<file path="config.mk">
export PLATFORM = sky130hd
export DESIGN_NAME = axis_mem_reader
export DESIGN_NICKNAME = d
export VERILOG_FILES = /design/src/rtl/axis_mem_reader.sv
export SDC_FILE = /design/constraint.sdc
export NUM_CORES = 1
export LEC_CHECK = 0
export CORE_UTILIZATION = 50
export DETAILED_ROUTE_END_ITERATION = 8
export PLACE_DENSITY = 0.9
export SLEW_MARGIN = 20
export SYNTH_ARGS = -nofsm -noshare
export SYNTH_HDL_FRONTEND = slang
export SYNTH_SLANG_ARGS = --single-unit
</file>
<file path="constraint.sdc">
create_clock -name clk -period 4.4 [get_ports clk]
set_input_delay 0.88 -clock clk [delete_from_list [all_inputs] [get_ports clk]]
set_output_delay 0.88 -clock clk [all_outputs]
set_load 0.05 [all_outputs]
</file>
<file path="src/rtl/axis_mem_reader.sv">
// AXI4-Stream frame source: reads a byte-length command's worth of words from a
// 1-cycle-latency synchronous RAM and emits them as a single AXIS frame.
module axis_mem_reader #(
    parameter int DATA_WIDTH = 64,
    parameter int KEEP_WIDTH = DATA_WIDTH / 8,
    parameter int ADDR_WIDTH = 16,
    parameter int LEN_WIDTH  = 20,
    parameter int USER_WIDTH = 1
) (
    input  logic                  clk,
    input  logic                  rst,
    input  logic                  cmd_valid,
    output logic                  cmd_ready,
    input  logic [ADDR_WIDTH-1:0] cmd_addr,
    input  logic [LEN_WIDTH-1:0]  cmd_len,
    input  logic [USER_WIDTH-1:0] cmd_user,
    output logic                  mem_rd_en,
    output logic [ADDR_WIDTH-1:0] mem_rd_addr,
    input  logic [DATA_WIDTH-1:0] mem_rd_data,
    output logic [DATA_WIDTH-1:0] m_axis_tdata,
    output logic [KEEP_WIDTH-1:0] m_axis_tkeep,
    output logic                  m_axis_tvalid,
    input  logic                  m_axis_tready,
    output logic                  m_axis_tlast,
    output logic [USER_WIDTH-1:0] m_axis_tuser,
    output logic                  busy,
    output logic                  done
);

    typedef enum logic [1:0] {
        S_IDLE,
        S_READ,
        S_DRAIN
    } state_t;

    state_t                state_q, state_d;
    logic                  cmd_ready_q, cmd_ready_d;
    logic                  busy_q, busy_d;
    logic                  done_q, done_d;
    logic                  vld_q, vld_d;
    logic                  wr_ptr_q, wr_ptr_d;
    logic                  rd_ptr_q, rd_ptr_d;
    logic [1:0]            count_q, count_d;

    logic [ADDR_WIDTH-1:0] rd_addr_q, rd_addr_d;
    logic [LEN_WIDTH-1:0]  rd_left_q, rd_left_d;
    logic [KEEP_WIDTH-1:0] last_keep_q, last_keep_d;
    logic [USER_WIDTH-1:0] user_q, user_d;
    logic                  vld_last_q, vld_last_d;
    logic [KEEP_WIDTH-1:0] vld_keep_q, vld_keep_d;

    logic [DATA_WIDTH-1:0] data_mem [2];
    logic [KEEP_WIDTH-1:0] keep_mem [2];
    logic                  last_mem [2];

    logic [LEN_WIDTH-1:0]  cmd_rem;
    logic [LEN_WIDTH-1:0]  cmd_beats;
    logic [KEEP_WIDTH-1:0] cmd_keep;
    logic                  push;
    logic                  pop;
    logic [2:0]            occ_after;
    logic                  rd_en;
    logic                  issue_last;

    assign cmd_rem   = LEN_WIDTH'(cmd_len % LEN_WIDTH'(KEEP_WIDTH));
    assign cmd_beats = LEN_WIDTH'(cmd_len / LEN_WIDTH'(KEEP_WIDTH)) + LEN_WIDTH'(cmd_rem != '0);

    always_comb begin
        cmd_keep = '0;
        for (int i = 0; i < KEEP_WIDTH; i++) begin
            cmd_keep[i] = (cmd_rem == '0) || (LEN_WIDTH'(i) < cmd_rem);
        end
    end

    // Credit counts this cycle's pop, so a full-rate stream keeps one beat in
    // the FIFO and one on the RAM bus without ever overflowing two entries.
    assign push       = vld_q;
    assign pop        = m_axis_tvalid && m_axis_tready;
    assign occ_after  = {1'b0, count_q} + {2'b00, vld_q} - {2'b00, pop};
    assign rd_en      = (state_q == S_READ) && (occ_after < 3'd2);
    assign issue_last = rd_en && (rd_left_q == LEN_WIDTH'(1));

    always_comb begin
        // NOTE: every _d starts from its _q (or a pulse default) so no path leaves it unassigned and no latch is inferred.
        state_d     = state_q;
        cmd_ready_d = cmd_ready_q;
        busy_d      = busy_q;
        done_d      = 1'b0;
        rd_addr_d   = rd_addr_q;
        rd_left_d   = rd_left_q;
        last_keep_d = last_keep_q;
        user_d      = user_q;
        vld_d       = rd_en;
        vld_last_d  = issue_last;
        vld_keep_d  = issue_last ? last_keep_q : '1;
        wr_ptr_d    = push ? ~wr_ptr_q : wr_ptr_q;
        rd_ptr_d    = pop ? ~rd_ptr_q : rd_ptr_q;
        count_d     = count_q + {1'b0, push} - {1'b0, pop};

        unique case (state_q)
            S_IDLE: begin
                if (cmd_valid) begin
                    rd_addr_d   = cmd_addr;
                    rd_left_d   = cmd_beats;
                    last_keep_d = cmd_keep;
                    user_d      = cmd_user;
                    if (cmd_len == '0) begin
                        done_d = 1'b1;
                    end else begin
                        state_d     = S_READ;
                        busy_d      = 1'b1;
                        cmd_ready_d = 1'b0;
                    end
                end
            end
            S_READ: begin
                if (rd_en) begin
                    rd_addr_d = rd_addr_q + ADDR_WIDTH'(1);
                    rd_left_d = rd_left_q - LEN_WIDTH'(1);
                    if (issue_last) begin
                        state_d = S_DRAIN;
                    end
                end
            end
            S_DRAIN: begin
                if (pop && m_axis_tlast) begin
                    state_d     = S_IDLE;
                    busy_d      = 1'b0;
                    done_d      = 1'b1;
                    cmd_ready_d = 1'b1;
                end
            end
            default: begin
                state_d = S_IDLE;
            end
        endcase
    end

    always_ff @(posedge clk or posedge rst) begin
        if (rst) begin
            state_q     <= S_IDLE;
            cmd_ready_q <= 1'b1;
            busy_q      <= 1'b0;
            done_q      <= 1'b0;
            vld_q       <= 1'b0;
            wr_ptr_q    <= 1'b0;
            rd_ptr_q    <= 1'b0;
            count_q     <= 2'd0;
        end else begin
            // NOTE: non-blocking assignments here so every flop samples the pre-edge value of every other.
            state_q     <= state_d;
            cmd_ready_q <= cmd_ready_d;
            busy_q      <= busy_d;
            done_q      <= done_d;
            vld_q       <= vld_d;
            wr_ptr_q    <= wr_ptr_d;
            rd_ptr_q    <= rd_ptr_d;
            count_q     <= count_d;
        end
    end

    // NOTE: payload registers and FIFO storage carry no reset; the control flops above already mark them invalid.
    always_ff @(posedge clk) begin
        rd_addr_q   <= rd_addr_d;
        rd_left_q   <= rd_left_d;
        last_keep_q <= last_keep_d;
        user_q      <= user_d;
        vld_last_q  <= vld_last_d;
        vld_keep_q  <= vld_keep_d;
        if (push) begin
            data_mem[wr_ptr_q] <= mem_rd_data;
            keep_mem[wr_ptr_q] <= vld_keep_q;
            last_mem[wr_ptr_q] <= vld_last_q;
        end
    end

    assign cmd_ready     = cmd_ready_q;
    assign busy          = busy_q;
    assign done          = done_q;
    assign mem_rd_en     = rd_en;
    assign mem_rd_addr   = rd_addr_q;
    assign m_axis_tvalid = (count_q != 2'd0);
    assign m_axis_tdata  = data_mem[rd_ptr_q];
    assign m_axis_tkeep  = keep_mem[rd_ptr_q];
    assign m_axis_tlast  = last_mem[rd_ptr_q];
    assign m_axis_tuser  = user_q;

endmodule

</file>
==> impl_metrics.json <==
{
  "clock_latency_ns": 0.49,
  "clockBufferDepth": 3,
  "drive_gt1_frac": 0.157,
  "hold_start": "last_keep_q[2]$_DFFE_PP_",
  "end_kind": "output port",
  "grt_pass1_vias": 5379,
  "ir_drop_mv": 0.537,
  "synth_edf_count": 191,
  "fin_crit_ns": 4.14,
  "grt-busiest-layer": "met2",
  "min_to": "vld_keep_q[2]$_SDFF_PN1_",
  "combPwrFrac": 0.413,
  "vias_per_cell": 5.32,
  "grt_use_total": 0.207,
  "yosys-top-cells-area": "edfxtp_1 (66%), mux2_2 (9.7%), xnor2_1 (2.6%)",
  "pwr-share-seq": 0.364,
  "hold_depth": 1,
  "grt_max_degree": 74,
  "crit_chain": "clkdlybuf4s50_1 > and2_1 > ha_1 > inv_1 > ha_1 > fa_1 > xnor2_1 > or3_1 > inv_1 > buf_12",
  "cts_tree": "done",
  "path_max_fanout": 3,
  "pwr_density_cell_mw_per_mm2": 758,
  "fin_ws_ns": 0.262,
  "min_path_type": "flop to flop",
  "cts_max_level": 1,
  "r2r_slack_ns": 1.04,
  "synth_seq_cells": 210,
  "yosysWarnings": 0,
  "status": "finished clean",
  "dr_total_vias": 5310,
  "num-nets-final": 876,
  "grt_pass1_wl_um": 28600,
  "cts.sinks": 210,
  "gr-total-overflow": 0,
  "critPathLaunchType": "input port",
  "core_mm2": 0.0167,
  "antenna_cells": 0,
  "p_leak_nw": 3.94,
  "intPower_mw": 5.45,
  "post_cts_buffers": 0,
  "ys.flop_type": "edfxtp_1",
  "antenna_found_initial": 0,
  "gr-usage-met2": 0.365,
  "setup_viol": 0,
  "die_area_mm2": 0.0178,
  "wl_per_cell_um": 18.7,
  "use_met1": 0.261,
  "synth_nets": 667,
  "yosysTopAreaCell": "edfxtp_1",
  "rr_endpoint": "mem_rd_addr[6]$_DFFE_PP_",
  "dp_slack_ns": 0.341,
  "drv_cap": 0,
  "avgSynthCellArea_um2": 15.6,
  "cts.hold.buffers_added": 0,
  "swShare": 0.384,
  "gp_congestion": 0.864,
  "async_reset_ff_frac": 0.0476,
  "relSlewSlack": 0.354,
  "rows": 47,
  "switchingPower_mw": 3.40,
  "clockPowerShare": 0.223,
  "area_growth_pct": 35.2,
  "cts_buffers": 22,
  "drt-total-wl_um": 18700,
  "clkTransAtPathRegs_ns": 0.06,
  "tightest_slew_ns": 0.969,
  "io_buffers": 199,
  "ios": 200,
  "required_ns": 3.52,
  "setup_tns_ns": 0,
  "reg2reg_from": "count_q[1]$_DFF_PP0_",
  "yosysTopAreaCellShare": 0.664,
  "postSynthCellCount": 554,
  "die_h_um": 133,
  "fp.dieW_um": 133,
  "synth_cell_types": 43,
  "initial_utilization": 0.517,
  "met3_usage": 0.0457,
  "rsz0062_at_grt": "no",
  "arrival_ns": 3.26,
  "place_hpwl_um": 12200,
  "finalCritPeriodShare": 0.941,
  "fmax_mhz": 242,
  "skew_ns": 0.0175,
  "slowest_stage": "or3_1",
  "hold_viol_final": 0,
  "antenna_left": 0,
  "reg2regPathDepth": 10,
  "synth.cell_area_mm2": 0.00863,
  "slowest_delay_ns": 0.42,
  "root_buffer": "clkbuf_16",
  "path_class": "input port to output port",
  "drc": 0,
  "ys_seq_area_frac": 0.714,
  "ctsResizeCount": 0,
  "firstDrtPassIters": 5,
  "hold_ws_ns": 0.422,
  "slew_violations": 0,
  "drtIter0Drc": 391
}
layer usage:
layer  part of all wire  vias up
met1               0.40     2580
li1                   -     2477
met5                  0        -
met3              0.086       14
met2               0.50      239
met4             0.0086        0
layout make-up:
| cell class | count | area [µm²] |
|---|---|---|
| sequential | 210 | 6170 |
| timing repair buffer | 204 | 2050 |
| multi-input combinational | 312 | 2350 |
| inverter | 13 | 48.8 |
| tap | 220 | 275 |
| fill | 1038 | 5030 |
| clock inverter | 12 | 188 |
| clock buffer | 27 | 591 |
critical path: cells and delay by family:
family | cells | cell delay [ns]
adder cells (fa/ha/maj) | 3 | 0.87
XOR/XNOR | 1 | 0.15
AND/OR/NAND/NOR | 2 | 0.60
buffers and inverters | 4 | 0.74
state kept, by name, summed over array words and instances (netlist names):
| signal | cells |
|---|---|
| cmd_ready | 1 |
| wr_ptr_q | 1 |
| data_mem | 128 |
| busy | 1 |
| last_keep_q | 8 |
| vld_last_q | 1 |
| mem_rd_addr | 16 |
| count_q | 2 |
| keep_mem | 16 |
| rd_left_q | 20 |
| m_axis_tuser | 1 |
| done | 1 |
| push | 1 |
| last_mem | 2 |
| rd_ptr_q | 1 |
| vld_keep_q | 8 |
| state_q | 2 |
power groups by stage:
stage               combinational (mW)  clock [mW]  sequential (mW)
floorplan                         2.22           0             3.44
detailed placement                3.64           0             3.24
CTS                               3.68        2.01             3.22
global placement                  3.56           0             3.20
finish                            3.65        1.98             3.22
global route                      3.82        2.08             3.27
how the worst max path moves through the flow:
| stage | startpoint | end | slack [ns] | cells past startpoint |
|---|---|---|---|---|
| 2_1_floorplan | push$_DFF_PP0_ | data_mem[0][0]$_DFFE_PP_ | 0.42 | 2 |
| 3_3_place_gp | m_axis_tready | mem_rd_en | 0.37 | 10 |
| 3_5_place_dp | m_axis_tready | mem_rd_en | 0.34 | 10 |
| 4_1_cts | m_axis_tready | mem_rd_en | 0.24 | 10 |
| 5_1_grt | count_q[1]$_DFF_PP0_ | mem_rd_en | 0.14 | 10 |
| 6_report | m_axis_tready | mem_rd_en | 0.26 | 10 |
cells in the mapped netlist (all sizes together) (9+ instances only):
cell type    n
xnor2       26
nor2        16
o21ai       26
nand2b      10
inv         13
dfxtp        9
nand3       12
nor3        10
nand2       48
edfxtp     191
xor2        23
clkbuf      16
mux2        74
dfrtp        9
cell families after synthesis:
family,synth area share
flops,0.714
simple gates,0.0814
mux,0.102
xor+xnor,0.0497
compound gates,0.0246
buf+inv,0.0148
fa+ha+maj,0.0125
other cells,0.000434
per-stage QoR:
| step | power, mW | utilization | std cells | cell area (µm²) |
|---|---|---|---|---|
| finish | 8.85 | 0.699 | 998 | 11700 |
| global route | 9.17 | 0.699 | 998 | 11700 |
| CTS | 8.91 | 0.699 | 998 | 11700 |
| detailed placement | 6.88 | 0.652 | 959 | 10900 |
| global placement | 6.77 | 0.652 | 959 | 10900 |
| floorplan | 5.66 | - | 554 | 8630 |
placed cells by master, fill, tap and decap left out, drive strengths merged, types with 6 or more instances in the layout:
master	count
a21oi	7
buf	6
clkbuf	27
clkdlybuf4s50	198
dfrtp	9
dfxtp	9
edfxtp	191
ha	7
inv	13
mux2	74
nand2	48
nand2b	10
nand3	12
nand4	7
nor2	16
nor3	10
nor4	6
o21ai	26
or3	7
xnor2	26
xor2	23
Note: power is estimated with default switching activity, not from simulation.
